--- src/rtl/game_scheduler.sv ---
// Game scheduler: sequences spawn/exec/lock operations on the board engine,
// runs the gravity timer and keeps level and line statistics.
module game_scheduler #(
    parameter int TICK_BASE = 50_000_000,
    parameter int TICK_STEP = 2_500_000,
    parameter int TICK_MIN  = 5_000_000
) (
    input  logic        clk,
    input  logic        reset_n,
    input  logic        start,
    input  logic        cmd_valid,
    input  logic [3:0]  cmd_code,
    output logic        cmd_ready,
    output logic        op_start,
    output logic [3:0]  op_code,
    input  logic        op_done,
    input  logic        op_ok,
    input  logic [2:0]  lines_cleared,
    output logic [3:0]  level,
    output logic [15:0] lines_total,
    output logic        game_over,
    output logic        busy
);

    typedef enum logic [2:0] {
        S_IDLE,
        S_SPAWN,
        S_READY,
        S_EXEC,
        S_LOCK,
        S_OVER
    } state_t;

    localparam logic [3:0]  C_NONE  = 4'd0;
    localparam logic [3:0]  C_DOWN  = 4'd3;
    localparam logic [3:0]  C_DROP  = 4'd4;
    localparam logic [3:0]  C_SPAWN = 4'd8;
    localparam logic [3:0]  C_LOCK  = 4'd9;
    localparam logic [31:0] BASE32  = 32'(TICK_BASE);
    localparam logic [31:0] STEP32  = 32'(TICK_STEP);
    localparam logic [31:0] MIN32   = 32'(TICK_MIN);

    state_t      r_state;
    state_t      w_next;
    logic        r_op_start;
    logic [3:0]  r_op_code;
    logic [31:0] r_grav;
    logic [3:0]  r_level;
    logic [3:0]  r_lil;
    logic [15:0] r_lines;

    logic        w_busy;
    logic        w_ready;
    logic        w_done;
    logic        w_accept;
    logic        w_launch;
    logic        w_reload;
    logic        w_clear;
    logic        w_lock_done;
    logic [3:0]  w_code;
    logic [31:0] w_prod;
    logic [31:0] w_sub;
    logic [31:0] w_period;
    logic [31:0] w_reload_val;
    logic [4:0]  w_lil_sum;
    logic [16:0] w_lines_sum;

    assign w_busy   = (r_state == S_SPAWN) || (r_state == S_EXEC) ||
                      (r_state == S_LOCK);
    assign w_ready  = (r_state == S_READY) && (r_grav != 32'd0);
    // op_done in the op_start cycle is too early to belong to this op
    assign w_done   = op_done && w_busy && !r_op_start;
    assign w_accept = cmd_valid && w_ready;

    assign cmd_ready   = w_ready;
    assign op_start    = r_op_start;
    assign op_code     = r_op_code;
    assign level       = r_level;
    assign lines_total = r_lines;
    assign game_over   = (r_state == S_OVER);
    assign busy        = w_busy;

    // Gravity period for the current level, floored then clamped
    always_comb begin
        w_prod       = 32'(r_level) * STEP32;
        w_sub        = (BASE32 > w_prod) ? (BASE32 - w_prod) : 32'd0;
        w_period     = (w_sub > MIN32) ? w_sub : MIN32;
        w_reload_val = w_period - 32'd1;
    end

    // Next-state and operation selection
    always_comb begin
        w_next      = r_state;
        w_code      = r_op_code;
        w_reload    = 1'b0;
        w_clear     = 1'b0;
        w_lock_done = 1'b0;
        unique case (r_state)
            S_IDLE, S_OVER: begin
                if (start) begin
                    w_clear = 1'b1;
                    w_next  = S_SPAWN;
                    w_code  = C_SPAWN;
                end
            end
            S_SPAWN: begin
                if (w_done) begin
                    if (op_ok) begin
                        w_reload = 1'b1;
                        w_next   = S_READY;
                    end else begin
                        w_next = S_OVER;
                    end
                end
            end
            S_READY: begin
                if (r_grav == 32'd0) begin
                    w_next = S_EXEC;
                    w_code = C_DOWN;
                end else if (w_accept &&
                             (cmd_code inside {[4'd1:4'd7]})) begin
                    w_next = S_EXEC;
                    w_code = cmd_code;
                end
            end
            S_EXEC: begin
                if (w_done) begin
                    if (r_op_code == C_DROP) begin
                        w_next = S_LOCK;
                        w_code = C_LOCK;
                    end else if (r_op_code == C_DOWN) begin
                        if (op_ok) begin
                            w_reload = 1'b1;
                            w_next   = S_READY;
                        end else begin
                            w_next = S_LOCK;
                            w_code = C_LOCK;
                        end
                    end else begin
                        w_next = S_READY;
                    end
                end
            end
            S_LOCK: begin
                if (w_done) begin
                    w_lock_done = 1'b1;
                    w_next      = S_SPAWN;
                    w_code      = C_SPAWN;
                end
            end
            default: w_next = S_IDLE;
        endcase
        w_launch = (w_next != r_state) &&
                   ((w_next == S_SPAWN) || (w_next == S_EXEC) ||
                    (w_next == S_LOCK));
    end

    // State register with the launch pulse and held operation code
    always_ff @(posedge clk) begin
        if (!reset_n) begin
            r_state    <= S_IDLE;
            r_op_start <= 1'b0;
            r_op_code  <= C_NONE;
        end else begin
            r_state    <= w_next;
            r_op_start <= w_launch;
            if (w_launch) begin
                r_op_code <= w_code;
            end
        end
    end

    // Gravity counter: reload on successful spawn/down, else count down
    always_ff @(posedge clk) begin
        if (!reset_n) begin
            r_grav <= 32'd0;
        end else if (w_reload) begin
            r_grav <= w_reload_val;
        end else if (((r_state == S_READY) || (r_state == S_EXEC)) &&
                     (r_grav != 32'd0)) begin
            r_grav <= r_grav - 32'd1;
        end
    end

    assign w_lil_sum   = {1'b0, r_lil} + {2'b00, lines_cleared};
    assign w_lines_sum = {1'b0, r_lines} + {14'd0, lines_cleared};

    // Line statistics and level progression on each completed lock
    always_ff @(posedge clk) begin
        if (!reset_n) begin
            r_lines <= 16'd0;
            r_lil   <= 4'd0;
            r_level <= 4'd0;
        end else if (w_clear) begin
            r_lines <= 16'd0;
            r_lil   <= 4'd0;
            r_level <= 4'd0;
        end else if (w_lock_done) begin
            r_lines <= w_lines_sum[16] ? 16'hFFFF : w_lines_sum[15:0];
            if (w_lil_sum >= 5'd10) begin
                r_lil <= 4'(w_lil_sum - 5'd10);
                if (r_level != 4'd15) begin
                    r_level <= r_level + 4'd1;
                end
            end else begin
                r_lil <= w_lil_sum[3:0];
            end
        end
    end

endmodule

--- config.mk ---
export PLATFORM = sky130hd
export DESIGN_NAME = game_scheduler
export DESIGN_NICKNAME = d
export VERILOG_FILES = /design/src/rtl/game_scheduler.sv
export SDC_FILE = /design/constraint.sdc
export NUM_CORES = 1
export LEC_CHECK = 0
export BUFFER_PORTS_ARGS = -buffer_cell sky130_fd_sc_hd__buf_2
export CORE_ASPECT_RATIO = 2
export CORE_UTILIZATION = 60
export DETAILED_ROUTE_END_ITERATION = 6
export PLACE_DENSITY = 0.77
export REMOVE_ABC_BUFFERS = 1
export SYNTH_ARGS = -nofsm -noshare
export SYNTH_HDL_FRONTEND = slang
export SYNTH_SLANG_ARGS = --single-unit
--- constraint.sdc ---
create_clock -name clk -period 16.1 [get_ports clk]
set_input_delay 2.415 -clock clk [delete_from_list [all_inputs] [get_ports clk]]
set_output_delay 2.415 -clock clk [all_outputs]
set_load 0.03 [all_outputs]
* After elaboration in Yosys (flattened, before gate mapping)
Cells that the tools add are included.
** Word-level totals
- Register bits after elaboration :: 64
- Bits of input ports :: 13
- Output and inout port bits :: 28
- Logic and storage cells :: 98
** Cells by class
- Add/sub/neg operators :: 7
- $mul :: 1
- Magnitude comparators :: 5
- Equality and inequality tests :: 18
- Muxes and demuxes :: 36
- Bitwise operators :: 1
- Reduce and logical (&&, ||, !) cells :: 23
** Operators with widths (number)
- $mux W32 :: 4
- $sub A32 B1 Y32 const B :: 2
- $mux W4 :: 9
- $gt A32 B23 Y1 const B :: 1
- $logic_not A32 Y1 :: 1
- $reduce_bool A32 Y1 :: 1
- $mux W3 :: 10
- $sub A26 B26 Y27 const A :: 1
- $gt A26 B26 Y1 const A :: 1
- $mul A4 B17 Y21 const B :: 1
- $add A16 B3 Y17 :: 1
- $mux W16 :: 1
- $pmux W4 S4 :: 1
- $pmux W3 S5 :: 1
- $eq A3 B2 Y1 const B :: 3
- $eq A3 B3 Y1 const B :: 3
- $mux W1 :: 9
- $logic_and A1 B1 Y1 :: 8
- $reduce_and A8 Y1 :: 1
- $eq A3 B1 Y1 const B :: 2
- $ne A2 B2 Y1 const B :: 3
- $ne A3 B1 Y1 const B :: 2
- $add A4 B3 Y5 :: 1
- $ge A5 B4 Y1 const B :: 1
- 18 further kinds :: 23

* Longest topological paths before layout
- Word-level depth :: 12
- Gate-level depth with buffers :: 23
- Depth with buffers taken out :: 20

* Worst setup path after synthesis
OpenSTA, ideal clock, no wires.
- Path type :: register to register
- From :: register r_level[2], in the netlist level[2]
- To :: register r_grav[29]
- Library setup time :: 0.065 ns
- Arrival :: 6.546 ns
- Data required time :: 16.035 ns
- Path slack :: 9.489 ns
- Stages on the path, launching flop included :: 22
- Buffers on the path :: 2
- Clock period less this slack :: 6.611 ns
- Cells stage by stage :: dfxtp_1 -> clkbuf_1 -> inv_1 -> ha_1 -> inv_1 -> fa_1 -> ha_1 -> o21ai_1 -> nor2_2 -> or4b_4 -> a311o_1 -> o41ai_2 -> o2111ai_1 -> a311o_1 -> or4b_4 -> o21ai_4 -> a31oi_2 -> or4_1 -> buf_2 -> nor4b_2 -> mux2_1 -> nor2_1
** Between the ends
- Word-level cells in the longest chain between the ends :: 7
- Elaborated cells on any way between the ends :: 8
- Classes of those cells :: 2 x add/sub; 1 x mul; 2 x order compare; 3 x mux
** Ends and longest elaborated chain
- start: declaration :: RTL line 48 : logic [3:0] r_level;
- start signal: assignment :: RTL line 203 : r_level <= r_level + 4'd1;
- $mul A4 B17 Y21 * :: RTL line 85 : w_prod = 32'(r_level) * STEP32;
- $sub A26 B26 Y27 / $gt A26 B26 Y1 (equally long branches) :: RTL line 86 : w_sub = (BASE32 > w_prod) ? (BASE32 - w_prod) : 32'd0;
- $mux W32 * :: RTL line 86
- $gt A32 B23 Y1 :: RTL line 87 : w_period = (w_sub > MIN32) ? w_sub : MIN32;
- $mux W32 * :: RTL line 87
- $sub A32 B1 Y32 * :: RTL line 88 : w_reload_val = w_period - 32'd1;
- $mux W32 * :: RTL line 177 : end else if (w_reload) begin
- end signal: assignment :: RTL line 178 : r_grav <= w_reload_val;
- end signal: assignment :: RTL line 181 : r_grav <= r_grav - 32'd1;
- end: declaration :: RTL line 47 : logic [31:0] r_grav;
Every way passes the cells marked *; elsewhere a longest branch is shown, timed or not.
A chain may end at the register's enable or synchronous reset.

* Worst setup path after layout
Same ends and word-level chain as after synthesis.

==> summary.md <==
After clock tree synthesis, the repair step resized 0 gates. After global routing the overflow that remains totals 0. The clock arrives with 0.0130 ns of skew. The die is 145 um tall. The aggregate routed wire length came out at 18200 um. After the first detailed-routing iteration, the DRC count stood at 427. Compared with the post-synthesis result, the final layout area differs by 9.18%. The flow ran to the end, and the final reports show no timing, DRC or antenna violations. Among all flip-flop cells after synthesis, the most frequent one is dfxtp_1. Max-cap violations in this run came to 0. Yosys mapped a number of flops with a built-in enable equal to 0.

In this run the worst path has a maximum fanout of 16. Data arrives at the worst endpoint at 7.58 ns. The largest net degree at the start of global routing was 48; the total I/O pin count was 41. The analysis attributes to cell leakage a power of 2.61 nW. At the later pin of the worst-skew pair, clock insertion delay measures 0.34 ns. The most common cell after layout, fill and taps aside was nor2_1. The count of warnings emitted by yosys came out at 0. The net count of the finished layout is 914.

The power spent charging and discharging nets is 203 uW, and the initial antenna violation count is 0. The sequential fraction of the synthesis area is 20.9%. The most critical setup path has its endpoint at r_grav[29]. For the number of global-route vias before repair, the log shows 6393. Clock-pin slew was measured on the worst setup and hold paths at 0.06 ns.

The tools report the capture instance of the worst register-to-register path as r_grav[29]. Summing over every cut layer, the via total after detailed routing is 6660. From left edge to right edge, the die measures 73.5 um. The run gives 885 as the fill cell instance count of the final layout. 0 antenna diodes ended up in the layout. Averaged over all synthesized cells, the footprint is 7.26 sq um. For the count of distinct cell types in the synthesized netlist, the log shows 83.

The setup path with the least slack is of type flip-flop to flip-flop. For this run, asynchronously set or reset flops after synthesis account for 0%. Setup repair after global routing left no endpoint under its margin. Post-CTS timing repair inserted 0 buffers for setup.

In the routed layout, each cell is associated on average with a via count of 6.65. Synthesis inferred 64 register bits. Sequential cells burn 32.5% of the power. The total die area was 10700 sq um. For this run, the detailed router's first-pass iteration total came to 6. The number of buffers inserted by port buffering works out to 40. Initial cell density of the core: 62.4%. The tools report the startpoint of the lowest-slack register-to-register path as level[2].

TritonCTS built the clock tree. The post-route minimum period works out to 7.31 ns. The top cell type by total area after synthesis was dfxtp_1.

At the pin with the least slew margin, the transition time is 0.931 ns. The top-area cell type share of the netlist area was 20.9%; the worst-case reg-to-reg path depth was 21. The maximum number of buffers from clock root to sink was 2. Summing internal, switching and leakage power gives 562 uW. Summing all multi-input logic gate instances after layout gives 4620 sq um. The floorplan has 51 rows. For flop-to-flop paths, the worst setup slack is 8.79 ns. The last weighted congestion value of the routability-driven placer was 0.988. The worst IR drop on VDD was 0.0000732 V; the cell count of the worst hold path was 2. The detail-routed net length per standard cell was 18.2 um. In this run the power density over the cells is 84.0 nW/um^2. The cell sitting at the root of the clock tree is a clkbuf_16.

In the layout the commonest cells are nor2_1, nand2_1, dfxtp_1. Flip-flop and latch area: 1280 sq um. The worst slew margin relative to its limit is 37.4%. Counting every sink on the clock net gives 64.

In the synthesized netlist, the number of instances is 845. The total area inside the core boundary comes to 9830 sq um. The achievable frequency came out at 137 MHz. STA puts the critical path data required time at 16.37 ns. For the first-pass GRT wire length, the log shows 29400 um. Tracing the worst setup path back leads to its startpoint at level[2].

The utilization after layout was 68.2%; the count of hold-fix buffers inserted at cts was 0. The internal power of the cells totals 359 uW. The launching element type of the critical path was a flip-flop. The number of H-tree levels came out at 3.

The logs give 0 for the DRC violations left and 13900 um for the sum of net half-perimeters after detailed placement. For the final-report setup violation count, the log shows 0. Global routing used 34.9% of the available tracks across all layers.

STA classifies the critical path endpoint as a flip-flop. Net switching is 36.1% of the power. Sorting the synthesized cells by area gives the leading types as dfxtp_1, ha_1, nor2_1. The fraction of power consumed by the clock network is 35.3%. The final number of hold-violating endpoints is 0, and the CTS buffer count is 9. The max-slew violation total from the final report was 0. The post-synth design cell area is 6140 sq um.

The part of the cycle the worst path needs is 45.4%, and the share of final-layout standard cells stronger than drive strength 1 is 10.1%. The setup total negative slack came out at 0 ns. The count of nets left with antenna violations once routing finished came out at 0. The worst hold path belongs to the class flip-flop to flip-flop. The tools report the relative contribution of combinational cells to total power as 32.2%.
==> state kept, by name, indices dropped and copies added, names as in the netlist <==
register     count
lines_total     16
op_start         1
level            4
r_grav          32
r_state          3
op_code          4
r_lil            4
==> power by group through the flow <==
stage          clock [mW]  sequential (mW)  combinational [mW]
5_1_grt             0.207            0.184               0.197
6_report            0.199            0.183               0.181
3_5_place_dp            0            0.185               0.176
3_3_place_gp            0            0.185               0.170
4_1_cts             0.200            0.182               0.177
2_1_floorplan           0            0.184               0.132
==> cell families (layout without fill, tap and decap cells) <==
logic type | after synthesis | count (layout) | synth area share [%]
fa+ha+maj | 37 | 37 | 8.03
compound gates | 253 | 253 | 28.7
flops | 64 | 64 | 20.9
mux | 8 | 8 | 1.35
simple gates | 375 | 375 | 30.5
xor+xnor | 46 | 46 | 6.57
buf+inv | 62 | 86 | 4.00
==> synth_stat cells, types with 9 or more instances <==
library cell,count
a211oi_1,13
a21oi_1,59
a31oi_1,11
and3_1,10
clkbuf_1,31
dfxtp_1,64
ha_1,33
inv_1,25
nand2_1,88
nand2b_1,11
nand3_1,34
nand4_1,13
nor2_1,99
nor2b_1,10
nor3_1,35
nor3b_1,9
nor4_1,11
o211ai_1,12
o21ai_0,52
o31ai_1,9
or3_1,18
xnor2_1,31
xor2_1,15
==> worst min path at each step <==
stage,from,to,slack (ns)
4_1_cts,r_lil[0],r_lil[0],0.46
3_5_place_dp,r_lil[0],r_lil[0],0.45
2_1_floorplan,r_grav[31],r_grav[31],0.43
5_1_grt,r_grav[31],r_grav[31],0.47
3_3_place_gp,r_lil[2],r_lil[2],0.45
6_report,r_lil[0],r_lil[0],0.46
==> worst max-delay path, cell delays in order (launching register included) <==
cell and delay (ns):
dfxtp_1 0.67, inv_1 0.19, ha_1 0.32, inv_1 0.06, fa_1 0.48, ha_1 0.37, nor2_1 0.16, a211oi_1 0.77
o2111a_1 0.34, o32ai_1 0.12, or4_1 0.59, o31ai_2 0.23, buf_4 0.26, a311o_1 0.17, nand2b_1 0.11, a21boi_1 0.09
nor2_1 0.51, o41ai_2 0.24, or4_1 0.77, nor4b_2 0.30, mux2_1 0.37, nor2_1 0.09
==> metrics by stage <==
step                      setup slack [ns]  cells  hold WS (ns)  area, sq um
final                                 8.79   1001         0.464         6700
after global routing                  8.55   1001         0.475         6700
after CTS                             8.96   1001         0.461         6700
after detailed placement              9.02    985         0.453         6400
after global placement                9.24    985         0.447         6400
after floorplan                       9.25    808         0.428         5980
==> final cells by class <==
cell class	instances	share of cell area, %
well taps	132	2.47
inverters	25	1.40
clock inverters	5	0.840
clock buffers	11	3.62
repair buffers	45	3.55
multi-input cells	719	69.0
flip-flops and latches	64	19.1
==> layer usage <==
metal / part of all wire, % / vias up / routed length [um] / global-route usage [%]
met5: 0 / - / 0 / 0
met2: 54 / 253 / 9790 / 63.5
met1: 37 / 3140 / 6720 / 35.0
li1: - / 3199 / - / -
met4: 5.4 / 0 / 990 / 22.9
met3: 3.9 / 68 / 718 / 4.86
No activity file was read; power rests on OpenSTA's default activity.
